===== config.mk =====
export PLATFORM = sky130hd
export DESIGN_NAME = mem_arbiter
export DESIGN_NICKNAME = d
export VERILOG_FILES = /design/src/rtl/mem_arbiter.sv
export SDC_FILE = /design/constraint.sdc
export NUM_CORES = 1
export LEC_CHECK = 0
export ABC_CLOCK_PERIOD_IN_PS = 9600
export BUFFER_PORTS_ARGS = -buffer_cell sky130_fd_sc_hd__buf_4
export CAP_MARGIN = 20
export CELL_PAD_IN_SITES_DETAIL_PLACEMENT = 1
export CELL_PAD_IN_SITES_GLOBAL_PLACEMENT = 2
export CORE_AREA = 2 2 212 214
export CTS_CLUSTER_SIZE = 25
export DETAILED_ROUTE_END_ITERATION = 8
export DIE_AREA = 0 0 214 216
export GPL_ROUTABILITY_DRIVEN = 0
export PLACE_DENSITY = 0.65
export SLEW_MARGIN = 10
export SYNTH_ARGS = -nofsm -noshare
export SYNTH_HDL_FRONTEND = slang
export SYNTH_SLANG_ARGS = --single-unit

===== constraint.sdc =====
create_clock -name clk -period 9.6 [get_ports clk]
set_clock_uncertainty 0.05 [all_clocks]
set_input_delay 0.96 -clock clk [delete_from_list [all_inputs] [get_ports clk]]
set_output_delay 0.96 -clock clk [all_outputs]
set_load 0.05 [all_outputs]

===== src/rtl/mem_arbiter.sv =====
// mem_arbiter: shares one memory port between fetch and load/store,
// one transaction in flight, with a starvation guard for fetch.
module mem_arbiter #(
  parameter int ADDR_WIDTH   = 64,
  parameter int DATA_WIDTH   = 64,
  parameter int STARVE_LIMIT = 4
) (
  input  logic                  clk,
  input  logic                  rst,
  input  logic                  ifu_req_valid,
  input  logic [ADDR_WIDTH-1:0] ifu_req_addr,
  output logic                  ifu_req_ready,
  output logic                  ifu_resp_valid,
  output logic [DATA_WIDTH-1:0] ifu_resp_data,
  input  logic                  lsu_req_valid,
  input  logic [ADDR_WIDTH-1:0] lsu_req_addr,
  input  logic                  lsu_req_wen,
  input  logic [DATA_WIDTH-1:0] lsu_req_wdata,
  input  logic [7:0]            lsu_req_wmask,
  output logic                  lsu_req_ready,
  output logic                  lsu_resp_valid,
  output logic [DATA_WIDTH-1:0] lsu_resp_data,
  output logic                  mem_req_valid,
  output logic [ADDR_WIDTH-1:0] mem_req_addr,
  output logic                  mem_req_wen,
  output logic [DATA_WIDTH-1:0] mem_req_wdata,
  output logic [7:0]            mem_req_wmask,
  input  logic                  mem_req_ready,
  input  logic                  mem_resp_valid,
  input  logic [DATA_WIDTH-1:0] mem_resp_data,
  output logic                  busy
);

  localparam int CW =
    (STARVE_LIMIT < 1) ? 1 : $clog2(STARVE_LIMIT + 1);
  localparam logic [CW-1:0] LIM = CW'(STARVE_LIMIT);

  typedef enum logic [1:0] {
    IDLE,
    REQ,
    WAIT
  } state_t;

  typedef struct packed {
    logic [ADDR_WIDTH-1:0] addr;
    logic                  wen;
    logic [DATA_WIDTH-1:0] wdata;
    logic [7:0]            wmask;
  } memReq_t;

  state_t          state;
  state_t          nextState;
  memReq_t         reqQ;
  logic            ownerLsu;
  logic [CW-1:0]   starveCnt;
  logic            starved;
  logic            grantIfu;
  logic            grantLsu;
  logic            respFire;

  assign starved = (starveCnt == LIM);

  // Fetch only beats a pending load/store once it has waited too long.
  always_comb begin
    grantIfu = 1'b0;
    grantLsu = 1'b0;
    if (state == IDLE && !rst) begin
      unique case (1'b1)
        ifu_req_valid && (starved || !lsu_req_valid):
          grantIfu = 1'b1;
        lsu_req_valid && !(ifu_req_valid && starved):
          grantLsu = 1'b1;
        default: ;
      endcase
    end
  end

  always_ff @(posedge clk or posedge rst) begin
    if (rst) begin
      state <= IDLE;
    end else begin
      state <= nextState;
    end
  end

  always_comb begin
    nextState = state;
    unique case (state)
      IDLE: if (grantIfu || grantLsu) nextState = REQ;
      REQ:  if (mem_req_ready) nextState = WAIT;
      WAIT: if (mem_resp_valid) nextState = IDLE;
      default: nextState = IDLE;
    endcase
  end

  always_ff @(posedge clk or posedge rst) begin
    if (rst) begin
      reqQ      <= '0;
      ownerLsu  <= 1'b0;
      starveCnt <= '0;
    end else if (grantLsu) begin
      reqQ.addr  <= lsu_req_addr;
      reqQ.wen   <= lsu_req_wen;
      reqQ.wdata <= lsu_req_wdata;
      reqQ.wmask <= lsu_req_wmask;
      ownerLsu   <= 1'b1;
      if (ifu_req_valid && !starved) begin
        starveCnt <= starveCnt + CW'(1);
      end
    end else if (grantIfu) begin
      reqQ.addr  <= ifu_req_addr;
      reqQ.wen   <= 1'b0;
      reqQ.wdata <= '0;
      reqQ.wmask <= '0;
      ownerLsu   <= 1'b0;
      starveCnt  <= '0;
    end
  end

  // Responses only count while a transaction is waiting on memory.
  always_comb begin
    respFire       = (state == WAIT) && mem_resp_valid;
    ifu_req_ready  = grantIfu;
    lsu_req_ready  = grantLsu;
    mem_req_valid  = (state == REQ);
    ifu_resp_valid = respFire && !ownerLsu;
    lsu_resp_valid = respFire && ownerLsu;
    ifu_resp_data  = ifu_resp_valid ? mem_resp_data : '0;
    lsu_resp_data  = lsu_resp_valid ? mem_resp_data : '0;
    busy           = (state != IDLE);
  end

  assign mem_req_addr  = reqQ.addr;
  assign mem_req_wen   = reqQ.wen;
  assign mem_req_wdata = reqQ.wdata;
  assign mem_req_wmask = reqQ.wmask;

endmodule


Yosys cells after proc, flatten, opt, wreduce, memory -nomap -nowiden
Index checks and enable logic that the tools add are counted.
Word-level totals
  register bits after elaboration: 143
  input port bits: 271
  output and inout port bits: 271
  logic and storage cells: 52
Operators by class
  $add $sub $neg: 1
  equality and inequality tests: 7
  muxes and demuxes: 17
  reductions and logical operators: 20
Operators by type and width (number)
  $mux W137: 2
  $mux W64: 2
  $mux W3: 3
  $logic_and A1 B1 Y1: 8
  $mux W1: 6
  $mux W2: 3
  $ne A2 B1 Y1 const B: 3
  $pmux W2 S3: 1
  $logic_not A1 Y1: 5
  $reduce_bool A2 Y1: 2
  $add A3 B1 Y3 const B: 1
  $eq A3 B3 Y1 const B: 1
  $reduce_and A3 Y1: 1
  $eq A2 B1 Y1 const B: 1
  $eq A2 B2 Y1 const B: 1
  $logic_not A2 Y1: 1
  $logic_or A1 B1 Y1: 2
  $ne A2 B2 Y1 const B: 1
  $reduce_and A2 Y1: 1

Depth between registers and ports, before layout
  depth in word-level cells: 9
  mapped depth: 7
  depth with buffers taken out: 5

Worst setup path before layout
Ideal clock, no wire load.
  kind: in2out
  start point: input port mem_resp_valid
  end point: output port ifu_resp_data[54]
  arrival time: 2.280 ns
  required time: 8.590 ns
  path slack: 6.310 ns
  cell stages on the path: 3
  path buffers: 1
  cells stage by stage: nor3b_1 clkbuf_1 and2_1
On the way
  longest elaborated chain between the ends: 3
Ends and longest elaborated chain
  start: declaration: RTL line 29  | input logic mem_resp_valid,
  $logic_and A1 B1 Y1: RTL line 122  | respFire = (state == WAIT) && mem_resp_valid;
  $logic_and A1 B1 Y1: RTL line 126  | ifu_resp_valid = respFire && !ownerLsu;
  via ifu_resp_valid: RTL line 13  | output logic ifu_resp_valid,
  $mux W64: RTL line 128  | ifu_resp_data = ifu_resp_valid ? mem_resp_data : '0;
  end: declaration: RTL line 14  | output logic [DATA_WIDTH-1:0] ifu_resp_data,
The timed path passes the listed nets, and every way through them passes these cells.

Worst setup path in the final report
  start point: input port mem_resp_valid
  end point: output port lsu_resp_data[9]
On the way
  longest elaborated chain between the ends: 3
Ends and longest elaborated chain
  $logic_and A1 B1 Y1: RTL line 122
  $logic_and A1 B1 Y1: RTL line 127  | lsu_resp_valid = respFire && ownerLsu;
  $mux W64: RTL line 129  | lsu_resp_data = lsu_resp_valid ? mem_resp_data : '0;
  end: declaration: RTL line 22  | output logic [DATA_WIDTH-1:0] lsu_resp_data,
Every way passes these cells.

==> impl_metrics.ini <==
[synth]
avgSynthCellArea_um2 = 9.881
synth_common_cells = dfrtp_1 (143), and2_1 (129), a22o_1 (74)
async_flop_share_pct = 100.0
yosysMostFrequentCell = dfrtp_1
yosys.area.top_type = dfrtp_1
synth_fp_nets = 986
synth_flop_cell = dfrtp_1
ys_ff_latch = 143
synthTopCellsByArea = dfrtp_1 (51%), and2_1 (11%), a22o_1 (9.2%)
seq_area_frac_synth_pct = 50.79
yosysWarnings = 0
netlist.area_leader.share_pct = 50.79
synth_edf_count = 0
synthDistinctLibCells = 29
synth_area_um2 = 7046
syn_inst = 713

[sta]
hold_viol = 0
worst_slew_pin_slew_ns = 1.009
fmax_mhz = 287.9
setup_viol = 0
fin_crit_ns = 3.474
fin_crit_sh_pct = 36.18
slew_violations = 0
tns_ns = 0
grt_setup_unrepaired = no
max-slew-margin-rel_pct = 32.74

[place]
dp.cells = 1779
port_buffers = 541
hpwl_um = 31540

[worst_setup_path]
cp.depth = 4
cpMostUsedCell = buf_4
cp_cell_sequence = buf_4 -> and4b_2 -> and2_1 -> buf_4
max_stage_delay_ns = 0.89
path_delay_family = simple AND/OR/NAND/NOR gates
worstSetupPathType = in -> out
crit_path_start_kind = input port
worstSetupEndpointType = primary output
worstPathMaxFanout = 65
critPathBufInv = 2
crit_arrival_ns = 2.46
rr_startpoint = state[0]
cp_slowest_cell = and4b_2
crit_start = mem_resp_valid
crit_required_ns = 8.59
ff2ff_path_depth = 6

[clocking]
tritoncts = yes
cts_hold_buf = 0
cts.path.max_buffers = 2
cts_resized = 0
clock_latency_ns = 0.44
post_cts_buffers = 0
clockRootBuffer = clkbuf_16
htree_levels = 4
clkSinkCount = 143
cts_buffers = 17
clk_pin_slew_ns = 0.06

[run_status]
status = finished, final reports clean

[drt]
drcViolationCount = 0
wire_per_inst_um = 23.11
wirelength_um = 42090
first_pass_iters = 6
drtIter0Drc = 406
dr_total_vias = 7957
ant_nets = 0
vias_per_cell = 4.370

[pwr]
switching_share_pct = 51.68
intPower_w = 0.001989
irDropWorstVdd_uv = 189.3
power_density_nw_per_um2 = 338.6
sequentialPowerShare_pct = 25.9
p_comb_share_pct = 57.9
pwr-share-clk_pct = 16.2
leakagePower_nw = 5.866
p_sw_w = 0.002128

[global_route]
grt_usage_pct = 17.75
globalRouteOverflowTotal = 0
grt_max_degree = 82
grt_pass1_wl_um = 60100
grt_pass1_vias = 8629
antenna_found_initial = 10

[worst_hold_path]
hold_path.class = reg -> reg
whs_path_depth = 1
worstHoldStart = mem_req_wdata[34]

[job]
maxCapViolations = 0

[floorplanning]
die_h_um = 216
coreArea_um2 = 43840
ios = 542
dieArea_um2 = 46220
die_x_um = 214
start_util_pct = 16.07
rows = 77

[cells_and_area]
final_cells = 1821
layout-drive-gt1-share_pct = 48.89
syn_to_final_growth_pct = 72.60
nets = 1479
[cell type report]
class | count | area (um^2)
sequential | 143 | 3578
antenna | 10 | 25.02
inverter | 4 | 20.02
fill | 5142 | 31680
tap | 592 | 740.7
timing repair buffer | 552 | 4144
clock inverter | 8 | 77.57
clock buffer | 24 | 501.7
multi-input combinational | 488 | 3073
[power by group through the flow]
| stage | combinational, W | sequential, W | clock (W) |
|---|---|---|---|
| final | 0.00238 | 0.00107 | 0.000666 |
| after global routing | 0.00249 | 0.00111 | 0.000710 |
| after CTS | 0.00241 | 0.00107 | 0.000692 |
| after detailed placement | 0.00241 | 0.00107 | 0 |
| after global placement | 0.00239 | 0.00107 | 0 |
| after floorplan | 0.000599 | 0.00203 | 0 |
[cell families after synthesis]
kind of cell	share of synthesized area (%)
AOI/OAI and AO/OA	24.51
DFF	50.79
muxes	0.1598
buffers and inverters	6.180
and+or+nand+nor	18.01
adders and majority gates	0.3551
[sequential cells by signal (all words and copies together), names as in the netlist]
register,flops
state,2
mem_req_wen,1
mem_req_wmask,8
starveCnt,3
mem_req_wdata,64
ownerLsu,1
mem_req_addr,64
[cells in the final DEF, fill, tap and decap left out, types with 2 or more instances in the layout]
master      count
buf_4         552
dfrtp_1       143
and2_1        128
a22o_1         74
o21ai_0        70
nand3_1        64
a21oi_1        64
a31oi_1        64
clkbuf_16      17
diode_2        10
clkbuf_8        5
inv_1           3
inv_6           3
clkinv_2        3
nand2b_1        2
ha_1            2
clkbuf_1        2
clkinvlp_4      2
[path summary, 6_finish.rpt]
| check | end | slack [ns] |
|---|---|---|
| setup / recovery | lsu_resp_data[9] | 6.13 |
| max in group asynchronous | mem_req_wdata[62] | 7.54 |
| setup reg to reg | mem_req_addr[44] | 6.72 |
| min in group asynchronous | mem_req_addr[48] | 0.63 |
| hold / removal | mem_req_wdata[34] | 0.45 |
| hold reg to reg | mem_req_wdata[34] | 0.45 |
[worst register-to-register path: stages (launching register included)]
cell and delay [ns]:
dfrtp_1 0.48, nor3_2 0.20, buf_4 0.45, buf_4 0.43
and2_2 0.22, buf_4 0.59, a31oi_1 0.30
[layer usage]
metal | share of wire, % | track usage [%] | vias up | wire length (um)
li1 | - | - | 3594 | -
met1 | 38 | 19.32 | 3915 | 15830
met2 | 51 | 30.43 | 394 | 21410
met3 | 7.4 | 5.525 | 54 | 3134
met4 | 4.1 | 10.44 | 0 | 1710
met5 | 0 | 0 | - | 0
[per-stage QoR]
| step | cell area, um^2 | hold WS [ns] | total power (W) | utilization, % | worst slack, ns |
|---|---|---|---|---|---|
| after detailed placement | 11560 | 0.4324 | 0.003484 | 26.36 | 5.993 |
| final | 12160 | 0.4496 | 0.004117 | 27.74 | 6.126 |
| after floorplan | 7046 | 0.4305 | 0.002631 | - | 4.752 |
| after global routing | 12160 | 0.4599 | 0.004310 | 27.74 | 6.038 |
| after CTS | 12140 | 0.4546 | 0.004174 | 27.68 | 6.100 |
| after global placement | 11560 | 0.4330 | 0.003466 | 26.36 | 6.108 |
No activity file was read; power rests on OpenSTA's default activity.
